## src/rtl/irq_ctrl_pkg.sv

```systemverilog
// Shared definitions for the maskable interrupt controller: register map,
// request state encoding, default configuration and an index-width helper.
package irq_ctrl_pkg;

    localparam logic [1:0] REG_MASK  = 2'd0;
    localparam logic [1:0] REG_VBASE = 2'd1;
    localparam logic [1:0] REG_MODE  = 2'd2;
    localparam logic [1:0] REG_PEND  = 2'd3;

    typedef enum logic [1:0] {
        IDLE = 2'd0,
        REQ  = 2'd1,
        GAP  = 2'd2
    } irq_state_e;

    localparam int         DEF_NUM_SRC   = 8;
    localparam int         DEF_VEC_W     = 9;
    localparam int         DEF_VEC_SHIFT = 3;
    localparam logic [8:0] DEF_VEC_BASE  = 9'h080;
    localparam logic [7:0] DEF_MASK      = 8'hFF;

    // Index width that stays at least one bit for single-source builds.
    function automatic int idx_width(input int n);
        return (n > 1) ? $clog2(n) : 1;
    endfunction

endpackage

```

## src/rtl/irq_prio_enc.sv

```systemverilog
// Lowest-set-bit priority encoder: valid when any request is set, index of
// the lowest set request otherwise zero.
module irq_prio_enc
    import irq_ctrl_pkg::*;
#(
    parameter int W     = 8,
    parameter int IDX_W = idx_width(W)
) (
    input  logic [W-1:0]     req_i,
    output logic             valid_o,
    output logic [IDX_W-1:0] idx_o
);

    // Scan from the top so the lowest set bit is the last one written.
    always_comb begin
        valid_o = |req_i;
        idx_o   = {IDX_W{1'b0}};
        for (int i = W - 1; i >= 0; i--) begin
            idx_o = req_i[i] ? IDX_W'(i) : idx_o;
        end
    end

endmodule

```

## src/rtl/irq_ctrl.sv

```systemverilog
// Parametrised maskable interrupt controller with irq_rq/irq_ack handshake.
// Optional nested in-service tracking is enabled by IRQ_CTRL_INSERVICE_EN.
module irq_ctrl
    import irq_ctrl_pkg::*;
#(
    parameter int               NUM_SRC      = DEF_NUM_SRC,
    parameter int               VEC_W        = DEF_VEC_W,
    parameter int               VEC_SHIFT    = DEF_VEC_SHIFT,
    parameter logic [VEC_W-1:0] VEC_BASE_RST = VEC_W'(DEF_VEC_BASE),
    parameter logic [7:0]       MASK_RST     = DEF_MASK
) (
    input  logic               CLK_32M,
    input  logic               reset_n,
    input  logic [NUM_SRC-1:0] src,
    input  logic               cs,
    input  logic               iowr,
    input  logic               iord,
    input  logic [1:0]         a,
    input  logic [7:0]         din,
    output logic [7:0]         dout,
    output logic               irq_rq,
    output logic [VEC_W-1:0]   irq_addr,
    input  logic               irq_ack
);

    localparam int IDX_W = idx_width(NUM_SRC);

    logic [NUM_SRC-1:0] pending_q, pending_d;
    logic [NUM_SRC-1:0] mask_q, mask_d;
    logic [NUM_SRC-1:0] level_q, level_d;
    logic [NUM_SRC-1:0] src_prev_q;
    logic [VEC_W-1:0]   vbase_q, vbase_d;

    irq_state_e         state_q;
    logic               irq_rq_q;
    logic [VEC_W-1:0]   irq_addr_q;
    logic [IDX_W-1:0]   idx_q;

    logic               wr_s;
    logic               rd_s;
    logic               ack_s;
    logic [NUM_SRC-1:0] ack_clr_s;
    logic [NUM_SRC-1:0] w1c_s;
    logic [NUM_SRC-1:0] set_s;
    logic [NUM_SRC-1:0] floor_s;
    logic [NUM_SRC-1:0] cand_s;
    logic               win_valid_s;
    logic [IDX_W-1:0]   win_idx_s;
    logic [VEC_W-1:0]   addr_s;
    logic [7:0]         pend_rd_s;

    assign wr_s      = cs & iowr;
    assign rd_s      = cs & iord;
    assign ack_s     = (state_q == REQ) & irq_ack;
    assign ack_clr_s = ack_s ? (NUM_SRC'(1'b1) << idx_q) : {NUM_SRC{1'b0}};
    assign set_s     = src & ~src_prev_q;

`ifdef IRQ_CTRL_INSERVICE_EN
    logic [NUM_SRC-1:0] isr_q, isr_d;
    logic [NUM_SRC-1:0] eoi_clr_s;
    logic               isr_valid_s;
    logic [IDX_W-1:0]   isr_idx_s;
    logic               eoi_s;

    irq_prio_enc #(
        .W     (NUM_SRC),
        .IDX_W (IDX_W)
    ) u_isr_enc (
        .req_i   (isr_q),
        .valid_o (isr_valid_s),
        .idx_o   (isr_idx_s)
    );

    // din[7] on the pending register selects EOI instead of W1C.
    assign eoi_s     = wr_s & (a == REG_PEND) & din[7];
    assign w1c_s     = (wr_s & (a == REG_PEND) & ~din[7]) ? NUM_SRC'(din) : {NUM_SRC{1'b0}};
    assign pend_rd_s = {1'b1, 7'(pending_q)};

    // Nesting floor and in-service bookkeeping.
    always_comb begin
        if (isr_valid_s) begin
            floor_s = (NUM_SRC'(1'b1) << isr_idx_s) - NUM_SRC'(1'b1);
        end else begin
            floor_s = {NUM_SRC{1'b1}};
        end
        if (eoi_s && isr_valid_s) begin
            eoi_clr_s = NUM_SRC'(1'b1) << isr_idx_s;
        end else begin
            eoi_clr_s = {NUM_SRC{1'b0}};
        end
        isr_d = (isr_q & ~eoi_clr_s) | ack_clr_s;
    end

    // In-service register.
    always_ff @(posedge CLK_32M) begin
        if (!reset_n) begin
            isr_q <= {NUM_SRC{1'b0}};
        end else begin
            isr_q <= isr_d;
        end
    end
`else
    assign floor_s   = {NUM_SRC{1'b1}};
    assign w1c_s     = (wr_s & (a == REG_PEND)) ? NUM_SRC'(din) : {NUM_SRC{1'b0}};
    assign pend_rd_s = 8'(pending_q);
`endif

    assign cand_s = pending_q & ~mask_q & floor_s;

    irq_prio_enc #(
        .W     (NUM_SRC),
        .IDX_W (IDX_W)
    ) u_win_enc (
        .req_i   (cand_s),
        .valid_o (win_valid_s),
        .idx_o   (win_idx_s)
    );

    assign addr_s = vbase_q + (VEC_W'(win_idx_s) << VEC_SHIFT);

    // Register write decode.
    always_comb begin
        mask_d  = mask_q;
        level_d = level_q;
        vbase_d = vbase_q;
        if (wr_s) begin
            case (a)
                REG_MASK:  mask_d  = NUM_SRC'(din);
                REG_VBASE: vbase_d = VEC_W'({din, 1'b0});
                REG_MODE:  level_d = NUM_SRC'(din);
                default:   mask_d  = mask_q;
            endcase
        end else begin
            mask_d  = mask_q;
            level_d = level_q;
            vbase_d = vbase_q;
        end
    end

    // Edge sources latch and a set beats any same-cycle clear; level sources follow src.
    always_comb begin
        pending_d = (level_q & src)
                  | (~level_q & (set_s | (pending_q & ~(w1c_s | ack_clr_s))));
    end

    // Programmable registers, pending bits and source history.
    always_ff @(posedge CLK_32M) begin
        if (!reset_n) begin
            pending_q  <= {NUM_SRC{1'b0}};
            mask_q     <= MASK_RST[NUM_SRC-1:0];
            level_q    <= {NUM_SRC{1'b0}};
            vbase_q    <= VEC_BASE_RST;
            src_prev_q <= src;
        end else begin
            pending_q  <= pending_d;
            mask_q     <= mask_d;
            level_q    <= level_d;
            vbase_q    <= vbase_d;
            src_prev_q <= src;
        end
    end

    // Request handshake; GAP arbitrates like IDLE so the low phase lasts one cycle.
    always_ff @(posedge CLK_32M) begin
        if (!reset_n) begin
            state_q    <= IDLE;
            irq_rq_q   <= 1'b0;
            irq_addr_q <= VEC_BASE_RST;
            idx_q      <= {IDX_W{1'b0}};
        end else begin
            case (state_q)
                IDLE, GAP: begin
                    if (win_valid_s) begin
                        state_q    <= REQ;
                        irq_rq_q   <= 1'b1;
                        idx_q      <= win_idx_s;
                        irq_addr_q <= addr_s;
                    end else begin
                        state_q    <= IDLE;
                        irq_rq_q   <= 1'b0;
                    end
                end
                REQ: begin
                    if (irq_ack) begin
                        state_q  <= GAP;
                        irq_rq_q <= 1'b0;
                    end else begin
                        irq_rq_q <= 1'b1;
                    end
                end
                default: begin
                    state_q  <= IDLE;
                    irq_rq_q <= 1'b0;
                end
            endcase
        end
    end

    assign irq_rq   = irq_rq_q;
    assign irq_addr = irq_addr_q;

    // Read mux straight from the registers.
    always_comb begin
        dout = 8'h00;
        if (rd_s) begin
            case (a)
                REG_MASK:  dout = 8'(mask_q);
                REG_VBASE: dout = 8'(vbase_q >> 1);
                REG_MODE:  dout = 8'(level_q);
                default:   dout = pend_rd_s;
            endcase
        end else begin
            dout = 8'h00;
        end
    end

endmodule

```

## config.mk

```make
export PLATFORM = sky130hd
export DESIGN_NAME = irq_ctrl
export DESIGN_NICKNAME = d
export VERILOG_FILES = /design/src/rtl/irq_ctrl_pkg.sv /design/src/rtl/irq_prio_enc.sv /design/src/rtl/irq_ctrl.sv
export SDC_FILE = /design/constraint.sdc
export NUM_CORES = 1
export LEC_CHECK = 0
export ABC_AREA = 1
export CAP_MARGIN = 10
export CORE_MARGIN = 5
export CORE_UTILIZATION = 53
export DETAILED_ROUTE_END_ITERATION = 12
export GPL_ROUTABILITY_DRIVEN = 0
export PLACE_DENSITY_LB_ADDON = 0.2
export SLEW_MARGIN = 25
export SYNTH_ARGS = -nofsm -noshare
export SYNTH_HDL_FRONTEND = slang
export SYNTH_HIERARCHICAL = 1
export SYNTH_SLANG_ARGS = --single-unit
```

## constraint.sdc

```tcl
create_clock -name CLK_32M -period 2.74 [get_ports CLK_32M]
set_clock_uncertainty 0.2 [all_clocks]
set_input_delay 0.548 -clock CLK_32M [delete_from_list [all_inputs] [get_ports CLK_32M]]
set_output_delay 0.548 -clock CLK_32M [all_outputs]
set_load 0.05 [all_outputs]
```

==> impl_metrics.tcl <==
set metrics [dict create \
    status "finished, final reports clean" \
    syn_avg_cell_area_sq_um 6.95 \
    synthesis.area_sq_um 2630 \
    arrival_ps 1920 \
    worst_slew_margin_rel_pct 66.5 \
    layout_worst_path_cycle_share_pct 97.3 \
    rsz0062_at_grt "no" \
    synth.most_common_cell "nand2_1" \
    hold_viol 0 \
    drv_slew 0 \
    endpoint_kind "output port" \
    cts-root-buf "clkbuf_8" \
    synth-adder-area-share_pct 2.19 \
    syn_nets 407 \
    crit_type "input pin to output port" \
    grt_remaining_overflow 0 \
    antenna_found_initial 0 \
    insertion_delay_ps 300 \
    drt_first_pass_iters 4 \
    async_flop_share_pct 0 \
    portBuffers 40 \
    p_total_mw 1.71 \
    finalCriticalPeriod_ps 2670 \
    finalNonFillerCells 488 \
    drt_iter0_drc 167 \
    vdd_drop_max_mv 0.313 \
    p_leak_nw 1.50 \
    drc 0 \
    synth_top_cell_by_area "dfxtp_1" \
    yosys_most_used_dff "dfxtp_1" \
    ys_seq_elements 54 \
    synth_xor_area_share_pct 0.333 \
    clock_path_buffers 2 \
    path_clk_slew_ps 90 \
    grt_usage_pct 21.9 \
    drive_gt1_share_pct 7.84 \
    num_vias 2507 \
    comb_power_share_pct 19.5 \
    grt_pass1_wl_mm 11.0 \
    cp_max_fo 10 \
    ys_seq_area_share_pct 41.1 \
    cts_htree_levels 2 \
    ys_top_cells_by_count "nand2_1 (70), nor2_1 (61), dfxtp_1 (54)" \
    start_kind "input pin" \
    core_area_sq_um 4790 \
    ys_warn_count 6 \
    synth_top_area_share_pct 41.1 \
    synth_compound_area_share_pct 14.0 \
    powerDensity_nw_per_um2 518 \
    num_rows 25 \
    grt_max_degree 33 \
    vias_per_cell 5.14 \
    cts_resized 0 \
    syn2layout_area_growth_pct 25.2 \
    dieArea_sq_um 6480 \
    cts_setup_buffers 0 \
    swShare_pct 27.8 \
    wirelength_mm 6.64 \
    muxShareOfSynthArea_pct 0 \
    dieWidth_microns 80.5 \
    synthSimpleGateAreaFrac_pct 31.2 \
    power_frac_seq_pct 50.1 \
    fin_nets 448 \
    cp.required_ps 1990 \
    p_clk_share_pct 30.4 \
    routedWlPerCell_microns 13.6 \
    setup_viol 0 \
    synth_top_family_by_area "simple AND/OR/NAND/NOR gates" \
    worst-slew-pin-transition_ps 501 \
    switchingPower_uw 475 \
    syn_inst 379 \
    die_h_microns 80.5 \
    drv_cap 0 \
    ant_nets 0 \
    intPower_mw 1.23 \
    dp_cells 480 \
    max_freq_mhz 375 \
    pin_count 42 \
    numCtsBuffers 5 \
    tritoncts "built" \
    insertedDiodeCount 0 \
    cts-hold-fix-buffers 0 \
    start_util_pct 55.0 \
    dp_hpwl_mm 5.32 \
    min_path_type "register to register" \
    fin_tns_setup_ps 0 \
    grt_pass1_vias 2397 \
    synth.top_cells.by_area "dfxtp_1 (41%), nand2_1 (10%), nor2_1 (8.7%)" \
    yosysUniqueCellTypes 31 \
    clock-sinks 54 \
    synth-edff-count 0 \
]
-- registers in the layout (all words and copies together) (netlist names) --
register,cells
idx_q,3
vbase_q,8
src_prev_q,8
mask_q,8
irq_rq,1
level_q,8
irq_addr,8
pend_rd_s,8
state_q,2
-- cell usage in the layout, fill, tap and decap left out --
cell type,n
nand2_1,70
nor2_1,60
dfxtp_1,54
inv_1,51
nand3_1,38
o21ai_0,35
clkdlybuf4s50_1,32
a21oi_1,29
buf_12,10
clkbuf_8,5
o21ai_1,4
nor2_8,3
nand2_4,3
o211ai_1,3
ha_1,3
clkinv_4,2
clkbuf_1,2
inv_4,1
inv_8,1
inv_2,1
nor2_2,1
xnor2_1,1
nor2_4,1
nand2_2,1
clkinv_2,1
nor3_1,1
fa_1,1
conb_1,1
bufinv_16,1
buf_4,1
or2_1,1
a31oi_1,1
nor3_2,1
nand4_1,1
-- final timing paths --
path	cells past startpoint	slack, ps	start	endpoint
setup / recovery	9	70	a[1]	dout[6]
hold / removal	2	280	irq_addr[7]$_SDFFE_PN1N_	irq_addr[7]$_SDFFE_PN1N_
setup reg to reg	15	380	pend_rd_s[6]$_SDFF_PN0_	irq_addr[7]$_SDFFE_PN1N_
hold reg to reg	2	280	irq_addr[7]$_SDFFE_PN1N_	irq_addr[7]$_SDFFE_PN1N_
-- per-layer routing --
layer | track usage [%] | wire, microns
met5 | 0 | 0
met4 | 9.46 | 173
met3 | 3.92 | 439
met2 | 36.4 | 3140
met1 | 27.7 | 2890
-- worst max-delay path, cell delays in order --
cell,delay [ps]
clkdlybuf4s50_1,530
buf_12,180
nand2_4,70
inv_2,130
a21oi_1,60
o211ai_1,90
nand2_1,70
inv_1,100
buf_12,140
-- cells by family (layout without fill, tap and decap cells) --
logic type	after synthesis	after routing
AND/OR/NAND/NOR	181	181
other	1	1
XOR/XNOR	1	1
AO/OA/AOI/OAI	72	72
adder cells (fa/ha/maj)	4	4
flip-flops	54	54
buffers and inverters	66	108
-- final cells by class --
cell class,count,area [sq um]
Sequential cell,54,1080
Inverter,57,235
Clock buffer,7,76.3
Clock inverter,1,30.0
Timing Repair Buffer,43,528
Multi-Input combinational cell,259,1260
Tap cell,67,83.8
Fill cell,412,1490
-- stage by stage --
stage | utilization [%] | instance area [sq um] | setup slack, ps | hold slack [ps]
after global routing | 68.9 | 3300 | 19.4 | 327
after floorplan | - | 2630 | 574 | 255
after detailed placement | 66.6 | 3190 | 78.0 | 259
after CTS | 68.8 | 3290 | 73.9 | 285
after global placement | 66.6 | 3190 | 119 | 257
final | 68.9 | 3300 | 73.7 | 280
-- power by group through the flow --
stage                     combinational, mW  sequential (mW)  clock (mW)
after floorplan                       0.171            0.904           0
after global placement                0.326            0.870           0
after detailed placement              0.332            0.872           0
after CTS                             0.334            0.854       0.525
after global routing                  0.363            0.859       0.555
final                                 0.333            0.854       0.519
No activity file was read; power rests on OpenSTA's default activity.
